===== src/rtl/multibyte_add_sequencer.sv =====
// Byte-serial W-bit adder that drives an external 8-bit adder one byte per cycle.
// Optional: define MULTIBYTE_ADD_SEQ_OVF_EN to add the signed overflow output ovf.
module multibyte_add_sequencer #(
  parameter int NUM_BYTES = 4
) (
  input  logic                   clk,
  input  logic                   rst_n,
  input  logic                   in_valid,
  output logic                   in_ready,
  input  logic [8*NUM_BYTES-1:0] op_a,
  input  logic [8*NUM_BYTES-1:0] op_b,
  input  logic                   op_cin,
  output logic [7:0]             add_a,
  output logic [7:0]             add_b,
  output logic                   add_cin,
  input  logic [7:0]             add_sum,
  input  logic                   add_cout,
  output logic                   out_valid,
  input  logic                   out_ready,
  output logic [8*NUM_BYTES-1:0] result,
  output logic                   cout
`ifdef MULTIBYTE_ADD_SEQ_OVF_EN
  ,
  output logic                   ovf
`endif
);

  localparam int W     = 8 * NUM_BYTES;
  localparam int IDX_W = $clog2(NUM_BYTES);
  localparam logic [IDX_W-1:0] LAST_IDX = IDX_W'(NUM_BYTES - 1);

  typedef enum logic [1:0] {
    IDLE = 2'd0,
    RUN  = 2'd1,
    DONE = 2'd2
  } state_t;

  state_t             state;
  state_t             state_next;
  logic [W-1:0]       a_q;
  logic [W-1:0]       b_q;
  logic               cin_q;
  logic [IDX_W-1:0]   idx;
  logic               carry_q;
  logic [W-1:0]       result_q;
  logic               cout_q;

  always_ff @(posedge clk) begin
    if (!rst_n) begin
      state    <= IDLE;
      a_q      <= '0;
      b_q      <= '0;
      cin_q    <= 1'b0;
      idx      <= '0;
      carry_q  <= 1'b0;
      result_q <= '0;
      cout_q   <= 1'b0;
    end else begin
      state <= state_next;
      case (state)
        IDLE: begin
          if (in_valid) begin
            a_q   <= op_a;
            b_q   <= op_b;
            cin_q <= op_cin;
            idx   <= '0;
          end
        end
        RUN: begin
          // Each edge retires one byte; the carry ripples only via carry_q.
          result_q[8*idx +: 8] <= add_sum;
          carry_q              <= add_cout;
          if (idx == LAST_IDX) begin
            cout_q <= add_cout;
            idx    <= '0;
          end else begin
            idx <= idx + IDX_W'(1);
          end
        end
        default: ;
      endcase
    end
  end

`ifdef MULTIBYTE_ADD_SEQ_OVF_EN
  logic ovf_q;

  // Overflow is decided on the last byte's edge from the operand and sum sign bits.
  always_ff @(posedge clk) begin
    if (!rst_n) begin
      ovf_q <= 1'b0;
    end else if (state == RUN && idx == LAST_IDX) begin
      ovf_q <= (a_q[W-1] == b_q[W-1]) && (add_sum[7] != a_q[W-1]);
    end
  end

  assign ovf = ovf_q;
`endif

  always_comb begin
    state_next = state;
    in_ready   = 1'b0;
    out_valid  = 1'b0;
    add_a      = 8'h00;
    add_b      = 8'h00;
    add_cin    = 1'b0;
    case (state)
      IDLE: begin
        in_ready = 1'b1;
        if (in_valid) state_next = RUN;
      end
      RUN: begin
        add_a   = a_q[8*idx +: 8];
        add_b   = b_q[8*idx +: 8];
        add_cin = (idx == '0) ? cin_q : carry_q;
        if (idx == LAST_IDX) state_next = DONE;
      end
      DONE: begin
        out_valid = 1'b1;
        if (out_ready) state_next = IDLE;
      end
      default: state_next = IDLE;
    endcase
  end

  assign result = result_q;
  assign cout   = cout_q;

endmodule

===== config.mk =====
export PLATFORM = sky130hd
export DESIGN_NAME = multibyte_add_sequencer
export DESIGN_NICKNAME = d
export VERILOG_FILES = /design/src/rtl/multibyte_add_sequencer.sv
export SDC_FILE = /design/constraint.sdc
export NUM_CORES = 1
export LEC_CHECK = 0
export ABC_AREA = 1
export BUFFER_PORTS_ARGS = -buffer_cell sky130_fd_sc_hd__buf_2
export CAP_MARGIN = 20
export CORE_MARGIN = 10
export CORE_UTILIZATION = 32
export CTS_CLUSTER_DIAMETER = 200
export DETAILED_ROUTE_END_ITERATION = 10
export MAX_ROUTING_LAYER = met4
export SLEW_MARGIN = 10
export SYNTH_ARGS = -nofsm -noshare
export SYNTH_HDL_FRONTEND = slang
export SYNTH_SLANG_ARGS = --single-unit

===== constraint.sdc =====
create_clock -name clk -period 2.1 [get_ports clk]
set_input_delay 0.42 -clock clk [delete_from_list [all_inputs] [get_ports clk]]
set_output_delay 0.42 -clock clk [all_outputs]
set_load 0.05 [all_outputs]

==> results.tsv <==
metric	value	unit
antenna_found_initial	0	
drt_wl_total	13420	µm
hold_depth	3	
path_buf_inv	2	
setup_ws	0.06018	ns
synth_warnings	0	
tightest_slew	0.5153	ns
r2r_setup_slack	0.31	ns
layout_commonest_cell	nor2_1	
gp_congestion	0.8090	
critPathKind	reg -> out	
viasPerCell	4.590	
cts_setup_buffers	0	
core_area	13770	µm²
drtAntennaViolNets	0	
fin_crit_sh	0.9713	
grt_max_degree	54	
outcome	finished clean	
drc	0	
clock-sinks	103	
grt_pass1_vias	4194	
dp.cells	915	
cts_tree	built	
final_cells	932	
clockRootBuffer	clkbuf_16	
placed_cell_area	5281	µm²
p_per_area	837.0	nW/µm²
areaGrowthSynthToFinish	27.10	%
ys_top_cells_by_area	dfxtp_1 (46%), nor2_1 (19%), o21ai_0 (11%)	
gr-total-overflow	0	
synth_top_area_frac	0.4623	
max-clock-path-buffers	2	
maxCapViolations	0	
final_area	5669	µm²
final_nets	830	
worst_ep_arrival_time	1.62	ns
reg2reg_from	idx[0]$_SDFFE_PN0P_	
synth_seq_cells	103	
critical_path.slowest_cell	dfxtp_2	
post-place-ws	0.3310	ns
seq_area_frac_synth	0.4623	
rows	43	
endpoint_kind	output port	
hold_class	in -> reg	
ir_drop	0.4359	mV
die_area	19060	µm²
ioPinCount	130	
drv_slew	0	
r2r-end	result[28]$_SDFFE_PN0P_	
clkSlewWorstSetupHoldPaths	0.07	ns
leakagePower	0.002455	µW
initial_core_util	0.3239	
cp_top_family	buffers and inverters	
portBuffers	129	
post_drt_wl_per_cell	14.40	µm
grt_util_all_layers	0.1379	
worst-path-max-fanout	9	
grt_pass1_wl	21380	µm
finalSetupViolCount	0	
r2r_cells	8	
cts_made_buffers	9	
crit_path_cell_trace	buf_4, nor2_1, nor2_1, o21ai_0, a21oi_1, buf_4	
final_cell_mix	nor2_1 (219), buf_2 (113), dfxtp_1 (101)	
slowest_delay	0.39	ns
drt-pass1-iter-count	4	
die_w	138.1	µm
syn_area_per_cell	7.080	µm²
cp-start-kind	register	
synth_cell_types	21	
dp_hpwl	9897	µm
skew	0.006517	ns
syn_inst	630	
min_from	op_b[15]	
finalCoreUtilization	0.4116	
crit_cells	6	
max_freq	490.2	MHz
first_iter_violations	223	
synth.net_count	713	
min_to	b_q[15]$_SDFFE_PN0P_	
insertedDiodeCount	0	
grt_setup_unrepaired	true	
relSlewSlack	0.6565	
syn_area	4461	µm²
hold_violations	0	
clock_latency	0.34	ns
fp.dieH	138.1	µm
vias	4278	
fin_crit	2.040	ns
synth_top_area_cell	dfxtp_1	
drive_gt1_frac	0.2593	
worstPathRequired	1.68	ns
power.total	4745	µW
h-tree-depth	3	
[power breakdown]
part	total (µW)	switching (µW)	internal, µW	leakage (µW)
sequential	2150	66.0	2080	0.000848
combinational	883	585	298	0.00146
clock	1710	726	987	0.000152
total	4750	1380	3370	0.00246
[kinds of logic after synthesis]
| family | after synthesis | share of synthesized area |
|---|---|---|
| buf+inv | 62 | 0.07489 |
| fa+ha+maj | 5 | 0.01403 |
| flops | 103 | 0.4623 |
| compound gates | 154 | 0.1728 |
| simple gates | 306 | 0.2760 |
[routing by layer]
metal | vias to the layer above | wire (µm) | track usage
li1 | 2255 | - | -
met1 | 1910 | 6733 | 0.1805
met2 | 107 | 5843 | 0.2053
met3 | 6 | 767 | 0.04349
met4 | 0 | 72 | 0.02608
met5 | - | 0 | -
[synth_stat cells (all sizes together)]
| cell type | count |
|---|---|
| clkbuf | 14 |
| a21oi | 47 |
| nor3 | 16 |
| buf | 28 |
| inv | 20 |
| or2 | 1 |
| nand3 | 6 |
| o21ai | 107 |
| ha | 5 |
| nand2 | 58 |
| dfxtp | 103 |
| nor2 | 225 |
[worst register-to-register path: stages (launching register included)]
cell     delay, ns
dfxtp_2       0.39
inv_2         0.08
buf_4         0.18
ha_1          0.19
inv_1         0.23
nand2_1       0.12
nor2_2        0.30
nand2_1       0.09
a21oi_1       0.13
[metrics by stage]
step	hold slack (ns)	TNS, ns
6_report	0.3095	0
5_1_grt	0.3119	-0.001828
4_1_cts	0.2905	-0.002021
3_5_place_dp	0.4528	0
3_3_place_gp	0.4491	0
2_1_floorplan	0.4489	0
[cell type report]
cell class	instances	area [µm²]
repair buffers	148	872.1
flip-flops and latches	103	2064
fillers	1519	8104
clock inverters	5	56.30
well taps	180	225.2
clock buffers	11	252.7
inverters	20	77.57
multi-input cells	465	2121
[worst max path at each step]
stage                        start        to  slack (ns)
6_report       idx[0]$_SDFFE_PN0P_  add_b[0]        0.06
5_1_grt        idx[0]$_SDFFE_PN0P_  add_b[3]      -0.002
4_1_cts        idx[0]$_SDFFE_PN0P_  add_b[5]      -0.002
3_5_place_dp   idx[1]$_SDFFE_PN0P_   add_cin        0.33
3_3_place_gp   idx[0]$_SDFFE_PN0P_  add_b[4]        0.31
2_1_floorplan  idx[0]$_SDFFE_PN0P_  add_a[7]       0.008
[state kept, by name (all words and copies together), names as in the netlist]
name,cells
b_q,32
cout,1
a_q,32
state,2
result,32
idx,2
cin_q,1
carry_q,1
[what timing repair did]
action / in CTS / in global routing
hold buffers: 0 / 0
gates cloned: 0 / 1
gates resized for setup: 13 / 21
setup endpoints to repair: 13 / 16
pin swaps: 0 / 1
No activity file was read; power rests on OpenSTA's default activity.
